$ cat src/rtl/logical_serial.sv
// logical_serial: bit-serial AND/OR logical unit.
// Latches two operands on START, evaluates one bit per clock LSB first,
// then publishes the full result on Y with a one-cycle DONE pulse and a
// ZERO flag. OP=1 selects AND, OP=0 selects OR.
module logical_serial #(
    parameter int WIDTH = 8
) (
    input  logic             CLK,
    input  logic             RST,
    input  logic             START,
    input  logic [WIDTH-1:0] A,
    input  logic [WIDTH-1:0] B,
    input  logic             OP,
    output logic             BUSY,
    output logic             DONE,
    output logic [WIDTH-1:0] Y,
    output logic             ZERO
);

    localparam int CNT_W = (WIDTH > 2) ? $clog2(WIDTH) : 1;

    typedef enum logic {
        IDLE  = 1'b0,
        SHIFT = 1'b1
    } state_t;

    state_t             r_state;
    state_t             w_stateNext;
    logic [WIDTH-1:0]   r_opA;
    logic [WIDTH-1:0]   w_opANext;
    logic [WIDTH-1:0]   r_opB;
    logic [WIDTH-1:0]   w_opBNext;
    logic               r_op;
    logic               w_opNext;
    logic [WIDTH-1:0]   r_res;
    logic [WIDTH-1:0]   w_resNext;
    logic [CNT_W-1:0]   r_cnt;
    logic [CNT_W-1:0]   w_cntNext;
    logic [WIDTH-1:0]   r_y;
    logic [WIDTH-1:0]   w_yNext;
    logic               r_zero;
    logic               w_zeroNext;
    logic               r_done;
    logic               w_doneNext;
    logic               r_busy;
    logic               w_busyNext;

    logic               w_bit;
    logic [WIDTH-1:0]   w_resShifted;
    logic               w_last;

    // Register every piece of state; reset restores the idle, empty-result condition.
    always_ff @(posedge CLK) begin
        if (RST) begin
            r_state <= IDLE;
            r_opA   <= '0;
            r_opB   <= '0;
            r_op    <= 1'b0;
            r_res   <= '0;
            r_cnt   <= '0;
            r_y     <= '0;
            r_zero  <= 1'b1;
            r_done  <= 1'b0;
            r_busy  <= 1'b0;
        end else begin
            r_state <= w_stateNext;
            r_opA   <= w_opANext;
            r_opB   <= w_opBNext;
            r_op    <= w_opNext;
            r_res   <= w_resNext;
            r_cnt   <= w_cntNext;
            r_y     <= w_yNext;
            r_zero  <= w_zeroNext;
            r_done  <= w_doneNext;
            r_busy  <= w_busyNext;
        end
    end

    // Next-state logic: accept a request in IDLE, shift one bit per cycle in SHIFT,
    // and publish the completed word only on the final bit so Y never shows partials.
    always_comb begin
        w_stateNext  = r_state;
        w_opANext    = r_opA;
        w_opBNext    = r_opB;
        w_opNext     = r_op;
        w_resNext    = r_res;
        w_cntNext    = r_cnt;
        w_yNext      = r_y;
        w_zeroNext   = r_zero;
        w_doneNext   = 1'b0;
        w_busyNext   = r_busy;

        w_bit        = r_op ? (r_opA[0] & r_opB[0]) : (r_opA[0] | r_opB[0]);
        w_resShifted = {w_bit, r_res[WIDTH-1:1]};
        w_last       = (r_cnt == CNT_W'(WIDTH - 1));

        case (r_state)
            IDLE: begin
                w_busyNext = 1'b0;
                if (START) begin
                    w_opANext   = A;
                    w_opBNext   = B;
                    w_opNext    = OP;
                    w_resNext   = '0;
                    w_cntNext   = '0;
                    w_busyNext  = 1'b1;
                    w_stateNext = SHIFT;
                end
            end
            SHIFT: begin
                w_resNext = w_resShifted;
                w_opANext = r_opA >> 1;
                w_opBNext = r_opB >> 1;
                w_cntNext = r_cnt + CNT_W'(1);
                if (w_last) begin
                    w_yNext     = w_resShifted;
                    w_zeroNext  = (w_resShifted == '0);
                    w_doneNext  = 1'b1;
                    w_busyNext  = 1'b0;
                    w_cntNext   = '0;
                    w_stateNext = IDLE;
                end
            end
            default: begin
                w_stateNext = IDLE;
                w_busyNext  = 1'b0;
            end
        endcase
    end

    assign BUSY = r_busy;
    assign DONE = r_done;
    assign Y    = r_y;
    assign ZERO = r_zero;

endmodule
$ cat config.mk
export PLATFORM = sky130hd
export DESIGN_NAME = logical_serial
export DESIGN_NICKNAME = d
export VERILOG_FILES = /design/src/rtl/logical_serial.sv
export SDC_FILE = /design/constraint.sdc
export NUM_CORES = 1
export LEC_CHECK = 0
export CORE_MARGIN = 1.5
export CORE_UTILIZATION = 50
export CTS_CLUSTER_SIZE = 12
export DETAILED_ROUTE_END_ITERATION = 8
export PLACE_DENSITY = 0.78
export SYNTH_ARGS = -nofsm -noshare
export SYNTH_HDL_FRONTEND = slang
export SYNTH_SLANG_ARGS = --single-unit
$ cat constraint.sdc
create_clock -name CLK -period 1.5 [get_ports CLK]
set_input_delay 0.375 -clock CLK [delete_from_list [all_inputs] [get_ports CLK]]
set_output_delay 0.375 -clock CLK [all_outputs]
set_load 0.02 [all_outputs]
---- Word-level counts from Yosys, hierarchy flattened ----
Cells that the tools add are included.
operators by class
  mux-type cells .......................... 16
  bitwise operators ....................... 3
  $add $sub $neg .......................... 1
  reductions and logical operators ........ 4
  eq/ne operators ......................... 3
operators by type and width
  kind                                                                      number
  8-bit case mux with 2 select lines                                        3
  8-bit 2-to-1 mux                                                          3
  8-bit zero test                                                           1
  3-bit 2-to-1 mux                                                          2
  3-bit case mux with 2 select lines                                        1
  1-bit 2-to-1 mux                                                          5
  1-bit case mux with 2 select lines                                        2
  2-bit AND reduction                                                       2
  3-bit by 1-bit adder with 3-bit output (second input constant)            1
  3-bit equality test (second input constant)                               1
  2-bit by 1-bit inequality test with 1-bit output (second input constant)  1
  2-bit inequality test (second input constant)                             1
  2-bit OR reduction                                                        1
  1-bit AND                                                                 1
  1-bit NOT                                                                 1
  1-bit OR                                                                  1
word-level totals
  logic and storage cells ................. 37
  register bits ........................... 40
  output and inout port bits .............. 11
  input port bits ......................... 20

---- Longest topological paths before layout ----
Gate-level depths: netlist of the first run.
  depth in word-level cells ............... 3
  mapped depth ............................ 6
  mapped depth without buffers ............ 5

---- Worst setup path after synthesis of the first run ----
No wires, ideal clock.
  path type ............................... register to register
  start ................................... register r_cnt[0]
  end ..................................... register r_zero, in the netlist ZERO
  path buffers ............................ 0
  library setup time ...................... 0.122 ns
  clock period less this slack ............ 1.354 ns
  slack ................................... 0.146 ns
  data required time ...................... 1.378 ns
  arrival time ............................ 1.232 ns
  cell stages (with the launch flop) ...... 6
  cell sequence ........................... dfxtp_1 ha_1 ha_1 nand2_1 a211oi_1 a221o_1
on the way
  word-level cells in the longest chain between the ends .. 2
ends and longest elaborated chain
  what                           RTL line  RTL
  start, declared                37        logic [CNT_W-1:0] r_cnt;
  start signal, assigned         71        r_cnt <= w_cntNext;
  3-bit equality test            95        w_last = (r_cnt == CNT_W'(WIDTH - 1));
  net w_last                     50        logic w_last;
  2-bit AND reduction (no line)  -
  end signal, assigned           73        r_zero <= w_zeroNext;
  end, declared                  41        logic r_zero;
The timed path passes the listed nets, and every way through them passes these cells.
A chain may end at the register's enable or synchronous reset.

---- Worst setup path after layout of the first run ----
  start ................................... register r_y[7], in the netlist Y[7]
  end ..................................... output Y[7]
RTL lines
  what                    RTL line  RTL
  start, declared         39        logic [WIDTH-1:0] r_y;
  start signal, assigned  72        r_y <= w_yNext;
  end, declared           16        output logic [WIDTH-1:0] Y,
No word-level cell between the ends.

==> flow_metrics.tcl, run 1 <==
set metrics [dict create \
    core_area_um2 3050 \
    drc 0 \
    seq_area_frac_synth_pct 48.7 \
    max_slew_margin_pct 75.1 \
    start_kind "flop" \
    ios 31 \
    htree_num_levels 2 \
    port_buffers 30 \
    clkLatencyLatePin_ns 0.33 \
    cts_setup_buffers 0 \
    fp.dieH_um 59.6 \
    crit_buf_inv 1 \
    final_max_slew_viol_count 0 \
    antenna_found_initial 0 \
    path_clk_slew_ns 0.10 \
    layout_common_cells "39 x dfxtp_1, 32 x nand2_1, 26 x a21oi_1" \
    final_common_cell "dfxtp_1" \
    grt_first_pass_wirelength_um 5450 \
    path_max_fanout 2 \
    cp_slowest_stage_delay_ns 0.36 \
    wl_um 3140 \
    p_leak_nw 0.853 \
    cts_sinks 39 \
    status "finished clean" \
    arrival_ns 1.03 \
    hpwl_um 2340 \
    cts.root.buffer_cell "clkbuf_4" \
    gp_congestion 0.763 \
    vdd_drop_max_mv 0.737 \
    grt_usage_pct 20.6 \
    rsz0062_at_grt "no" \
    worst_pin_slew_ns 0.373 \
    ys_ff_latch 39 \
    wl_per_cell_um 12.0 \
    vias 1331 \
    critical_path_required_ns 1.12 \
    finalHoldViolCount 0 \
    diodes 0 \
    rows 20 \
    grt_max_degree 23 \
    syn_inst 179 \
    nets 238 \
    cts_max_path_buffers 2 \
    path_class "reg -> out" \
    fin_crit_ns 1.40 \
    hp-class "reg -> reg" \
    cellPowerDensity_nw_per_um2 947 \
    netlist_area_um2 1600 \
    period_share_pct 93.7 \
    dieArea_um2 3560 \
    fin_util_pct 67.5 \
    worstSetupEndpointType "primary output" \
    dr.first_iter.drc_count 52 \
    drv_cap 0 \
    drt_pass1_iterations 4 \
    final_area_um2 2060 \
    die_x_um 59.6 \
    dpl-instance-area_um2 2000 \
    syn2layout_area_growth_pct 28.5 \
    via_per_inst 5.10 \
    initial_utilization_pct 52.5 \
    tritoncts "done" \
    ant_nets 0 \
    slowest_stage "dfxtp_1" \
    fmax_mhz 712 \
    avgSynthCellArea_um2 8.96 \
    cts_buffers 5 \
    first_global_vias 1259 \
    synth_cell_type_count 26 \
    crit_path_cell_trace "dlygate4sd2_1" \
    ctsHoldBuffers 0 \
    drive_gt1_share_pct 11.5 \
    nFillCells 260 \
    clock-skew-final_ns 0.00491 \
    crit_family "flip-flops" \
    ys_warn_count 0 \
    finalSetupViolCount 0 \
    gr-total-overflow 0 \
    synthesis.nets 201 \
]
synthesized netlist by cell type (all sizes together):
master | count | area, um2
nor2 | 17 | 63.8
and2 | 1 | 6.26
nand2 | 32 | 120
a211oi | 8 | 60.1
nor3b | 8 | 65.1
nor2b | 2 | 12.5
dfxtp | 39 | 781
or4 | 1 | 11.3
ha | 2 | 25.0
buf | 8 | 50.1
nor3 | 4 | 20.0
nand2b | 3 | 18.8
a21oi | 26 | 130
a221o | 1 | 10.0
inv | 2 | 7.50
clkbuf | 5 | 18.8
a2bb2oi | 1 | 8.76
nand3 | 1 | 5.00
mux2 | 8 | 90.1
nor4 | 1 | 12.5
o21a | 1 | 7.51
mux2i | 8 | 80.1
metrics by stage:
step | total power [mW] | hold slack [ns] | instances | setup slack [ns] | TNS, ns
6_report | 1.95 | 0.455 | 261 | 0.0951 | 0
5_1_grt | 2.06 | 0.471 | 261 | 0.000294 | 0
4_1_cts | 1.97 | 0.459 | 261 | 0.0821 | 0
3_5_place_dp | 1.38 | 0.443 | 253 | -0.101 | -1.71
3_3_place_gp | 1.37 | 0.431 | 253 | -0.0648 | -0.784
2_1_floorplan | 1.28 | 0.428 | 179 | 0.146 | 0
cells by family (layout without fill, tap and decap cells):
| logic type | Yosys count | in the layout | share of synthesized area [%] |
|---|---|---|---|
| DFF | 39 | 39 | 48.7 |
| buffers and inverters | 15 | 53 | 4.76 |
| and+or+nand+nor | 70 | 70 | 20.9 |
| adders and majority gates | 2 | 2 | 1.56 |
| muxes | 16 | 16 | 10.6 |
| AOI/OAI and AO/OA | 37 | 37 | 13.5 |
worst paths after layout:
check | startpoint | to | slack (ns) | cells past startpoint
max | Y[7] | Y[7] | 0.1 | 1
min | Y[2] | Y[2] | 0.46 | 2
max reg2reg | r_cnt[0] | BUSY | 0.14 | 5
min reg2reg | Y[2] | Y[2] | 0.46 | 2
cell type report:
cell class	instances	area (um2)	share of cell area [%]
well taps	44	55.1	2.67
multi-input cells	125	752	36.5
clock buffers	8	68.8	3.34
flip-flops and latches	39	781	37.9
inverters	2	7.51	0.364
repair buffers	43	397	19.2
registers in the layout, indices dropped and copies added (netlist names):
register  flops
r_cnt         3
r_state       1
ZERO          1
r_opA         8
BUSY          1
r_opB         8
r_res         7
DONE          1
Y             8
r_op          1
routing by layer:
metal / GRT usage (%) / share of wire [%]
met4: 6.98 / 1.0
met2: 34.3 / 50
met5: 0 / 0
met3: 8.52 / 4.6
met1: 23.7 / 44
what timing repair did:
action                                  CTS  global route
resized for setup                        11             1
endpoints found under the setup margin   11             1
pin swaps                                 0             0
report_power, final:
group | switching [mW] | total (mW) | internal [mW]
combinational | 0.114 | 0.247 | 0.133
clock | 0.316 | 0.592 | 0.276
sequential | 0.0322 | 1.11 | 1.08
total | 0.461 | 1.95 | 1.49
Note: power is estimated with default switching activity, not from simulation.
==> run 2, diff against run 1 <==
--- a/config.mk
+++ b/config.mk
@@ -5,7 +5,7 @@
 export SDC_FILE = /design/constraint.sdc
 export NUM_CORES = 1
 export LEC_CHECK = 0
-export CORE_MARGIN = 1.5
+export CORE_MARGIN = 5
 export CORE_UTILIZATION = 50
 export CTS_CLUSTER_SIZE = 12
 export DETAILED_ROUTE_END_ITERATION = 8
==> flow_metrics.tcl, run 2 (synthesis gave the netlist of run 1 again) <==
set metrics [dict create \
    cts_max_path_buffers 2 \
    drive_gt1_share_pct 8.53 \
    layout_common_cells "39 x dfxtp_1, 32 x nand2_1, 26 x a21oi_1" \
    drc 0 \
    clkLatencyLatePin_ns 0.33 \
    slowest_stage "dlygate4sd2_1" \
    worstHoldEndpoint "Y[4]" \
    antenna_found_initial 0 \
    dr.first_iter.drc_count 34 \
    cellPowerDensity_nw_per_um2 914 \
    dp.cells 247 \
    worstSetupEndpointType "primary output" \
    reg2reg_setup_slack_ns 0.13 \
    gr-total-overflow 0 \
    vdd_drop_max_mv 0.612 \
    gr-usage-met3_pct 5.73 \
    worst_pin_slew_ns 0.334 \
    grt_usage_pct 15.7 \
    hold_depth 2 \
    cts_sinks 39 \
    ant_nets 0 \
    cts_buffers 5 \
    rsz0062_at_grt "no" \
    crit_family "buffers and inverters" \
    core_area_um2 3080 \
    vias 1295 \
    status "finished clean" \
    diodes 0 \
    cts.root.buffer_cell "clkbuf_4" \
    period_share_pct 93.2 \
    grt_first_pass_wirelength_um 5340 \
    path_depth 1 \
    hp-class "reg -> reg" \
    clock-skew-final_ns 0.00910 \
    arrival_ns 1.02 \
    gp_congestion 0.815 \
    max_slew_margin_pct 77.7 \
    fmax_mhz 715 \
    rows 20 \
    port_buffers 30 \
    crit_buf_inv 1 \
    hpwl_um 2320 \
    grt.met1_usage_pct 16.4 \
    layoutNonFillerInstCount 255 \
    critical_path_required_ns 1.12 \
    wl_per_cell_um 12.2 \
    cts_setup_buffers 0 \
    rr_worst_depth 5 \
    seqCellArea_um2 781 \
    die_x_um 66.6 \
    nFillCells 281 \
    r2r_start "r_cnt[0]" \
    fin_crit_ns 1.40 \
    final_max_slew_viol_count 0 \
    initial_utilization_pct 52.1 \
    multi_input_area_um2 752 \
    finalHoldViolCount 0 \
    syn2layout_area_growth_pct 25.3 \
    via_per_inst 5.08 \
    dieArea_um2 4440 \
    htree_num_levels 2 \
    crit_path_cell_trace "dlygate4sd2_1" \
    cp_slowest_stage_delay_ns 0.35 \
    drt_pass1_iterations 4 \
    first_global_vias 1258 \
    path_max_fanout 2 \
    fp.dieH_um 66.6 \
    ctsHoldBuffers 0 \
    met2_usage_pct 28.6 \
    path_clk_slew_ns 0.10 \
    final_common_cell "dfxtp_1" \
    finalSetupViolCount 0 \
    ios 31 \
    grt_most_used_layer "met2" \
    wl_um 3100 \
    drv_cap 0 \
    grt_max_degree 39 \
    hold_start "Y[4]" \
    path_class "reg -> out" \
    worstReg2RegEnd "ZERO" \
    fin_util_pct 65.3 \
    p_leak_nw 0.819 \
    start_kind "flop" \
    tritoncts "done" \
    nets 232 \
]
[run 2: cell types whose count changed in the layout (fill, tap and decap cells not counted), sizes merged]
| cell | delta |
|---|---|
| buf | -6 |
| clkinv | +1 |
| clkbuf | -1 |
[run 2: worst max path at each step]
| stage | start | to | slack, ns |
|---|---|---|---|
| after floorplan | r_cnt[0] | ZERO | 0.15 |
| after global placement | START | r_opA[3] | -0.11 |
| after detailed placement | START | r_opA[4] | -0.16 |
| after CTS | r_cnt[0] | ZERO | 0.07 |
| after global routing | Y[0] | Y[0] | 0.02 |
| final | Y[0] | Y[0] | 0.10 |
[run 2: stage by stage]
step / setup TNS (ns) / worst slack [ns] / power [mW] / area, um2 / hold WS, ns
after global placement: -1.61 / -0.113 / 1.37 / 1970 / 0.436
after floorplan: 0 / 0.146 / 1.28 / 1600 / 0.428
final: 0 / 0.102 / 1.84 / 2010 / 0.458
after global routing: 0 / 0.0240 / 1.95 / 2010 / 0.476
after CTS: 0 / 0.0682 / 1.86 / 2000 / 0.460
after detailed placement: -2.50 / -0.160 / 1.38 / 1970 / 0.444
[run 2: power by group]
group	switching [mW]	total [mW]	internal (mW)
sequential	0.0270	1.11	1.08
combinational	0.115	0.242	0.127
clock	0.304	0.487	0.183
[run 2: cell type report]
class	instances	area share, %
clock buffer	7	2.24
tap	44	2.74
clock inverter	1	0.249
inverter	2	0.374
multi-input combinational	125	37.4
timing repair buffer	37	18.1
sequential	39	38.9
[run 2: per-layer routing]
layer,wire length (um),vias up
met1,1350,585
met2,1560,26
met3,157,4
li1,-,680
met4,36,0
met5,0,-
[run 2: worst min-delay path: stages, from the launching register on]
cell     delay, ns
dfxtp_1       0.32
nand2_1       0.05
a21oi_1       0.05
[run 2: timing repair]
action | 4_1_cts | 5_1_grt
resized for setup | 11 | 1
endpoints found under the hold margin | 0 | 0
endpoints found under the setup margin | 11 | 1
==> run 3, diff against run 2 <==
--- a/config.mk
+++ b/config.mk
@@ -10,6 +10,8 @@
 export CTS_CLUSTER_SIZE = 12
 export DETAILED_ROUTE_END_ITERATION = 8
 export PLACE_DENSITY = 0.78
+export SETUP_SLACK_MARGIN = 0.15
+export SLEW_MARGIN = 20
 export SYNTH_ARGS = -nofsm -noshare
 export SYNTH_HDL_FRONTEND = slang
 export SYNTH_SLANG_ARGS = --single-unit
==> flow_metrics.tcl, run 3 (synthesis gave the netlist of run 1 again) <==
set metrics [dict create \
    grt_max_degree 39 \
    fin_total_pwr_mw 1.96 \
    tritoncts "done" \
    cellPowerDensity_nw_per_um2 950 \
    final_area_um2 2060 \
    vdd_drop_max_mv 0.601 \
    grt_first_pass_wirelength_um 5410 \
    drc 0 \
    diodes 0 \
    p_clk_share_pct 30.2 \
    p_int_mw 1.49 \
    status "finished clean" \
    p_comb_share_pct 13.1 \
    swShare_pct 23.9 \
    dr.first_iter.drc_count 63 \
    core_area_um2 3080 \
    crit_buf_inv 1 \
    pwr-share-seq_pct 56.7 \
    fp.dieH_um 66.6 \
    worstHoldEndpoint "Y[1]" \
    hold_start "Y[1]" \
    crit_family "flip-flops" \
    nFillCells 258 \
    rsz0062_at_grt "no" \
    period_share_pct 85.8 \
    final_common_cell "dfxtp_1" \
    grt_usage_pct 16.1 \
    hpwl_um 2360 \
    p_switching_uw 467 \
    final_max_slew_viol_count 0 \
    finalHoldViolCount 0 \
    cts_sinks 39 \
    drt_pass1_iterations 4 \
    worst_pin_slew_ns 0.263 \
    cts_buffers 5 \
    nets 234 \
    vias 1358 \
    r2r_start "r_res[2]" \
    initial_utilization_pct 52.1 \
    reg2reg_setup_slack_ns 0.22 \
    cts_setup_buffers 0 \
    path_max_fanout 1 \
    worstReg2RegEnd "ZERO" \
    fin_crit_ns 1.29 \
    crit_path_cell_trace "clkdlybuf4s15_2" \
    path_clk_slew_ns 0.11 \
    via_per_inst 5.28 \
    start_kind "flop" \
    port_buffers 30 \
    first_global_vias 1278 \
    critical_path_required_ns 1.12 \
    ios 31 \
    htree_num_levels 2 \
    rows 20 \
    path_class "reg -> out" \
    gr-total-overflow 0 \
    die_x_um 66.6 \
    drv_cap 0 \
    hp-class "reg -> reg" \
    clkLatencyLatePin_ns 0.34 \
    dpl-instance-area_um2 1990 \
    gp_congestion 0.781 \
    rr_worst_depth 3 \
    p_leak_nw 0.821 \
    worstSetupEndpointType "primary output" \
    cts_max_path_buffers 2 \
    slowest_stage "dfxtp_1" \
    ant_nets 0 \
    clock-skew-final_ns 0.00798 \
    cts.root.buffer_cell "clkbuf_4" \
    wl_um 3290 \
    max_slew_margin_pct 82.4 \
    finalSetupViolCount 0 \
    fmax_mhz 777 \
    cp_slowest_stage_delay_ns 0.32 \
    layout_common_cells "38 x dfxtp_1, 31 x nand2_1, 25 x a21oi_1" \
    wl_per_cell_um 12.8 \
    ctsHoldBuffers 0 \
    dieArea_um2 4440 \
    drive_gt1_share_pct 18.8 \
    antenna_found_initial 0 \
    arrival_ns 0.91 \
    syn2layout_area_growth_pct 28.5 \
    hold_depth 2 \
]
run 3: changes by cell type in the layout (fill, tap and decap cells not counted), moves of 2 or more:
| cell | delta |
|---|---|
| buf_2 | +10 |
| buf_4 | +2 |
| clkbuf_8 | +2 |
| dlygate4sd2_1 | -11 |
| ha_1 | -2 |
run 3: power groups by stage:
stage	sequential, mW	combinational [mW]	clock, mW
floorplan	1.13	0.152	0
global placement	1.13	0.241	0
detailed placement	1.13	0.248	0
CTS	1.11	0.250	0.610
global route	1.12	0.283	0.658
finish	1.11	0.256	0.591
run 3: metal layers:
metal | track usage (%) | wire length, um | up-vias
met1 | 17.0 | 1360 | 636
met3 | 6.58 | 193 | 11
li1 | - | - | 674
met4 | 6.60 | 60 | 0
met2 | 28.2 | 1670 | 37
met5 | 0 | 0 | -
run 3: how the worst max path moves through the flow:
stage	start	endpoint	cells past startpoint
3_3_place_gp	START	r_opA[2]	5
5_1_grt	r_state	r_op	4
3_5_place_dp	START	r_opA[2]	5
2_1_floorplan	r_cnt[0]	ZERO	5
6_report	DONE	DONE	1
4_1_cts	ZERO	ZERO	1
run 3: worst reg2reg max path: stages (launching register included):
cell     delay (ns)
dfxtp_1        0.35
or4_4          0.54
nor4_2         0.15
a221o_1        0.18
run 3: layout make-up:
type                    count  area [um2]  area share [%]
clock buffers               8        68.8            3.34
well taps                  44        55.1            2.67
repair buffers             39         344            16.7
inverters                   2        10.0           0.485
multi-input cells         125         802            38.9
flip-flops and latches     39         782            37.9
run 3: stage by stage:
stage / hold WS, ns / setup WS [ns] / TNS (ns) / utilization, % / cells
CTS: 0.460 / 0.151 / 0 / 67.4 / 257
global placement: 0.433 / -0.0800 / -0.863 / 64.5 / 249
global route: 0.476 / 0.155 / 0 / 67.0 / 257
finish: 0.454 / 0.213 / 0 / 67.0 / 257
floorplan: 0.428 / 0.210 / 0 / - / 179
detailed placement: 0.445 / -0.102 / -1.25 / 64.5 / 249
run 3: repair_timing:
action                                  4_1_cts  5_1_grt
gates resized for setup                      35       23
hold endpoints to repair                      0        0
pin swaps                                     1        0
endpoints found under the setup margin       14       23
